==> config.mk <==
export PLATFORM = sky130hd
export DESIGN_NAME = reg_access_ctrl
export DESIGN_NICKNAME = d
export VERILOG_FILES = /design/src/rtl/reg_access_ctrl.sv
export SDC_FILE = /design/constraint.sdc
export NUM_CORES = 1
export LEC_CHECK = 0
export BUFFER_PORTS_ARGS = -buffer_cell sky130_fd_sc_hd__buf_2
export CELL_PAD_IN_SITES_DETAIL_PLACEMENT = 1
export CELL_PAD_IN_SITES_GLOBAL_PLACEMENT = 1
export CORE_UTILIZATION = 37
export CTS_CLUSTER_SIZE = 16
export DETAILED_ROUTE_END_ITERATION = 12
export GPL_TIMING_DRIVEN = 0
export PLACE_DENSITY = 0.88
export SLEW_MARGIN = 20
export SYNTH_ARGS = -nofsm -noshare
export SYNTH_HDL_FRONTEND = slang
export SYNTH_SLANG_ARGS = --single-unit
==> constraint.sdc <==
create_clock -name clk -period 2.3 [get_ports clk]
set_input_delay 0.115 -clock clk [delete_from_list [all_inputs] [get_ports clk]]
set_output_delay 0.115 -clock clk [all_outputs]
set_load 0.02 [all_outputs]
==> src/rtl/reg_access_ctrl.sv <==
// Request/response sequencer for a bank of storage registers.
// Converts single read/write requests into phased cs/w/r strobes and returns read data.
module reg_access_ctrl #(
    parameter int DATA_W = 16,
    parameter int NREG   = 4,
    parameter int ADDR_W = 2
) (
    input  logic              clk,
    input  logic              rst,
    input  logic              req_valid,
    output logic              req_ready,
    input  logic              req_we,
    input  logic [ADDR_W-1:0] req_addr,
    input  logic [DATA_W-1:0] req_wdata,
    output logic              rsp_valid,
    input  logic              rsp_ready,
    output logic [DATA_W-1:0] rsp_rdata,
    output logic              rsp_err,
    output logic [DATA_W-1:0] reg_din,
    output logic [NREG-1:0]   reg_cs,
    output logic              reg_w,
    output logic              reg_r,
    input  logic [DATA_W-1:0] reg_dout
);

    typedef enum logic [2:0] {
        IDLE    = 3'd0,
        SETUP   = 3'd1,
        ACCESS  = 3'd2,
        CAPTURE = 3'd3,
        RESP    = 3'd4
    } state_t;

    state_t state;
    logic   we_q;

    function automatic logic [NREG-1:0] onehot(input logic [ADDR_W-1:0] a);
        onehot = '0;
        for (int i = 0; i < NREG; i++)
            if (a == ADDR_W'(i)) onehot[i] = 1'b1;
    endfunction

    // All outputs are registered; each state's outputs are loaded on the edge entering it.
    always_ff @(posedge clk) begin
        if (rst) begin
            state     <= IDLE;
            we_q      <= 1'b0;
            req_ready <= 1'b1;
            rsp_valid <= 1'b0;
            rsp_err   <= 1'b0;
            rsp_rdata <= '0;
            reg_din   <= '0;
            reg_cs    <= '0;
            reg_w     <= 1'b0;
            reg_r     <= 1'b0;
        end else begin
            case (state)
                IDLE: begin
                    if (req_valid && req_ready) begin
                        req_ready <= 1'b0;
                        we_q      <= req_we;
                        if (int'(req_addr) >= NREG) begin
                            // Out-of-range address: respond immediately, never touch the bank.
                            state     <= RESP;
                            rsp_valid <= 1'b1;
                            rsp_err   <= 1'b1;
                            rsp_rdata <= '0;
                        end else begin
                            state   <= SETUP;
                            reg_cs  <= onehot(req_addr);
                            reg_din <= req_we ? req_wdata : '0;
                        end
                    end
                end
                SETUP: begin
                    state <= ACCESS;
                    reg_w <= we_q;
                    reg_r <= !we_q;
                end
                ACCESS: begin
                    reg_w <= 1'b0;
                    if (we_q) begin
                        state     <= RESP;
                        reg_cs    <= '0;
                        reg_din   <= '0;
                        reg_r     <= 1'b0;
                        rsp_valid <= 1'b1;
                        rsp_err   <= 1'b0;
                        rsp_rdata <= '0;
                    end else begin
                        state <= CAPTURE;
                    end
                end
                CAPTURE: begin
                    // Read strobe held one more cycle so DOut has settled before capture.
                    state     <= RESP;
                    rsp_rdata <= reg_dout;
                    rsp_err   <= 1'b0;
                    rsp_valid <= 1'b1;
                    reg_cs    <= '0;
                    reg_din   <= '0;
                    reg_r     <= 1'b0;
                end
                RESP: begin
                    if (rsp_ready) begin
                        state     <= IDLE;
                        req_ready <= 1'b1;
                        rsp_valid <= 1'b0;
                        rsp_err   <= 1'b0;
                        rsp_rdata <= '0;
                    end
                end
                default: begin
                    state     <= IDLE;
                    req_ready <= 1'b1;
                    rsp_valid <= 1'b0;
                    rsp_err   <= 1'b0;
                    rsp_rdata <= '0;
                    reg_din   <= '0;
                    reg_cs    <= '0;
                    reg_w     <= 1'b0;
                    reg_r     <= 1'b0;
                end
            endcase
        end
    end

endmodule

==> metrics.yaml <==
die-width_um: 75
crit_path_top_delay_cell: "sky130_fd_sc_hd__o22ai_2"
timing.critical_path.arrival_ns: 1.76
detail_route.drc_violations: 0
final-max-slew-violation-count: 0
antenna_violations_before_repair: 0
cts_htree_levels: 2
first_pass_grt_wire_length_um: 8720
drt-vias-per-instance: 5.16
gp_congestion: 0.766
initial_utilization: 0.386
n_fill_cell: 630
cp_data_required_time_ns: 2.49
grt_max_degree: 13
outcome: "finished, final reports clean"
yosys.cell_types.count: 37
die_y_um: 75
tritoncts: "done"
cap_violations: 0
average_instance_area_after_synthesis_um2: 9.30
cp_cell_sequence: "clkbuf_1 -> o22ai_2 -> buf_2 -> a21oi_1 -> o21a_1"
clockRootBuffer: "sky130_fd_sc_hd__clkbuf_8"
first_pass_iters: 4
mappedNetlistArea_mm2: 0.00197
power.ir.vdd_worst_mv: 0.376
register_area_um2: 881
p_per_area_mw_per_mm2: 771
hold_path_class: "in2reg"
area_delta_synth_final_pct: 28.6
global_route_usage_over_all_layers: 0.200
overall_power_of_the_completed_layout_mw: 1.96
number_of_gates_resized_after_cts: 0
multi_input_area_um2: 966
fp-row-count: 26
post_synth_inst_count: 212
io_buffers: 76
ys.warnings.count: 0
critPathKind: "reg2reg"
average_detailed_routed_wire_length_per_instance_um: 14.4
vias: 1885
number_of_global_route_vias_before_repair: 2009
grt_overflow: 0
clk_lat_worst_skew_ns: 0.29
cts_made_buffers: 5
layout_worst_path_cycle_share: 0.685
fraction_of_final_layout_cells_with_drive_strength_greater_than_1: 0.342
cts_setup_buffers: 0
dieArea_mm2: 0.00563
yosysSeqAreaShare: 0.447
ys_ff_latch: 44
worstSetupStartpointType: "flip-flop"
postLayoutCellArea_mm2: 0.00254
total_leakage_power_nw: 1.15
mappedNetlistNets: 251
timing.fmax_mhz: 635
ctsHoldBuffers: 0
clock_sinks: 44
num_antenna_cells: 0
dp.final_hpwl_um: 3940
rsz0062_at_grt: "false"
num_io_pins: 80
drt_iter0_drc: 65
routed_wirelength_um: 5240
hold_viol_final: 0
maximum_buffer_depth_of_the_clock_tree: 2
cp-end-kind: "flip-flop"
period_minus_slack_ns: 1.57
crit_path_max_incr_delay_ns: 0.40
antenna_violating_nets_post_route: 0
post_dp_cell_area_mm2: 0.00244
finalNetCount: 334
clk_pin_slew_ns: 0.08
maximum_fanout_encountered_on_the_critical_timing_path: 10
most-common-layout-cells: "sky130_fd_sc_hd__buf_2, sky130_fd_sc_hd__dfxtp_1, sky130_fd_sc_hd__a21oi_1, sky130_fd_sc_hd__nand2b_1, sky130_fd_sc_hd__mux2i_1"
core_region_area_mm2: 0.00511
clk_skew_ns: 0.00285
layout.cells.most_common: "sky130_fd_sc_hd__buf_2"
setup-tns-final_ns: 0
timing.final.setup_violations: 0
## critical path: cells and delay by family (launching register included)
| family | cells | cell delay [ns] |
|---|---|---|
| AO/OA/AOI/OAI | 3 | 0.69 |
| buffers and inverters | 2 | 0.48 |
| flip-flops | 1 | 0.31 |
## routing by layer
layer | GRT usage | wire length (um) | vias to the layer above
li1 | - | - | 925
met1 | 0.219 | 2250 | 893
met2 | 0.381 | 2630 | 64
met3 | 0.0602 | 342 | 3
met4 | 0.0377 | 21 | 0
met5 | 0 | 0 | -
## sequential cells by signal (all words and copies together), names as in the netlist
signal,count
rsp_valid,1
we_q,1
reg_r,1
reg_din,16
rsp_rdata,16
reg_cs,4
state,3
reg_w,1
req_ready,1
## synthesized netlist by cell type
| cell | number | area, um^2 |
|---|---|---|
| sky130_fd_sc_hd__o21a_1 | 1 | 7.51 |
| sky130_fd_sc_hd__a32oi_1 | 17 | 149 |
| sky130_fd_sc_hd__buf_1 | 1 | 3.75 |
| sky130_fd_sc_hd__nor4_1 | 1 | 6.26 |
| sky130_fd_sc_hd__nand3_1 | 17 | 85.1 |
| sky130_fd_sc_hd__o21ai_0 | 1 | 5.00 |
| sky130_fd_sc_hd__a211o_1 | 1 | 8.76 |
| sky130_fd_sc_hd__or3b_2 | 1 | 8.76 |
| sky130_fd_sc_hd__inv_2 | 1 | 3.75 |
| sky130_fd_sc_hd__dfxtp_1 | 44 | 881 |
| sky130_fd_sc_hd__or4b_1 | 1 | 10.0 |
| sky130_fd_sc_hd__o31ai_1 | 1 | 7.51 |
| sky130_fd_sc_hd__mux2i_1 | 21 | 210 |
| sky130_fd_sc_hd__o21bai_1 | 1 | 7.51 |
| sky130_fd_sc_hd__o22ai_2 | 1 | 12.5 |
| sky130_fd_sc_hd__nand2b_1 | 21 | 131 |
| sky130_fd_sc_hd__a31oi_1 | 1 | 6.26 |
| sky130_fd_sc_hd__clkbuf_1 | 8 | 30.0 |
| sky130_fd_sc_hd__conb_1 | 1 | 3.75 |
| sky130_fd_sc_hd__or3_1 | 1 | 6.26 |
| sky130_fd_sc_hd__buf_2 | 7 | 35.0 |
| sky130_fd_sc_hd__nand2_1 | 16 | 60.1 |
| sky130_fd_sc_hd__and3b_1 | 1 | 8.76 |
| sky130_fd_sc_hd__mux2_2 | 1 | 11.3 |
| sky130_fd_sc_hd__o211ai_1 | 1 | 7.51 |
| sky130_fd_sc_hd__nor2_2 | 1 | 6.26 |
| sky130_fd_sc_hd__a21oi_1 | 21 | 105 |
| sky130_fd_sc_hd__nand3b_1 | 4 | 30.0 |
| sky130_fd_sc_hd__or2_1 | 1 | 6.26 |
| sky130_fd_sc_hd__nor2_1 | 4 | 15.0 |
| sky130_fd_sc_hd__nor4b_1 | 2 | 17.5 |
| sky130_fd_sc_hd__buf_4 | 5 | 37.5 |
| sky130_fd_sc_hd__a2111oi_0 | 1 | 8.76 |
| sky130_fd_sc_hd__nor3b_1 | 2 | 15.0 |
| sky130_fd_sc_hd__buf_6 | 1 | 11.3 |
| sky130_fd_sc_hd__inv_1 | 1 | 3.75 |
| sky130_fd_sc_hd__or3b_1 | 1 | 8.76 |
## power by group
| part | switching [mW] | total (mW) | internal (mW) |
|---|---|---|---|
| logic | 0.329 | 0.558 | 0.229 |
| clock network | 0.252 | 0.519 | 0.268 |
| registers | 0.0449 | 0.879 | 0.834 |
## through the flow
step / worst slack [ns] / std cells / utilization / hold slack [ns]
after floorplan: 0.953 / 212 / - / 0.266
after global placement: 0.741 / 358 / 0.478 / 0.389
after detailed placement: 0.728 / 358 / 0.478 / 0.395
after CTS: 0.707 / 365 / 0.497 / 0.0788
after global routing: 0.581 / 365 / 0.497 / 0.0807
final: 0.725 / 365 / 0.497 / 0.0873
## path summary, 6_finish.rpt
kind / start / end / slack (ns) / cells past startpoint
worst max register to register: we_q / rsp_valid / 0.73 / 5
worst min-delay path: req_wdata[13] / reg_din[13] / 0.09 / 3
worst min register to register: rsp_rdata[6] / rsp_rdata[6] / 0.47 / 2
worst max-delay path: we_q / rsp_valid / 0.73 / 5
## kinds of logic after synthesis
logic type / count (synthesis) / share of synthesized area
other: 1 / 0.00190
AOI/OAI and AO/OA: 47 / 0.165
muxes: 22 / 0.112
and+or+nand+nor: 74 / 0.211
buffers and inverters: 24 / 0.0634
DFF: 44 / 0.447
## area by class of cell
class / instances / share of cell area
clock buffers: 7 / 0.0380
plain buffers: 22 / 0.0464
repair buffers: 76 / 0.150
flip-flops and latches: 44 / 0.347
multi-input cells: 144 / 0.381
well taps: 70 / 0.0345
inverters: 2 / 0.00296
No activity file was read; power rests on OpenSTA's default activity.
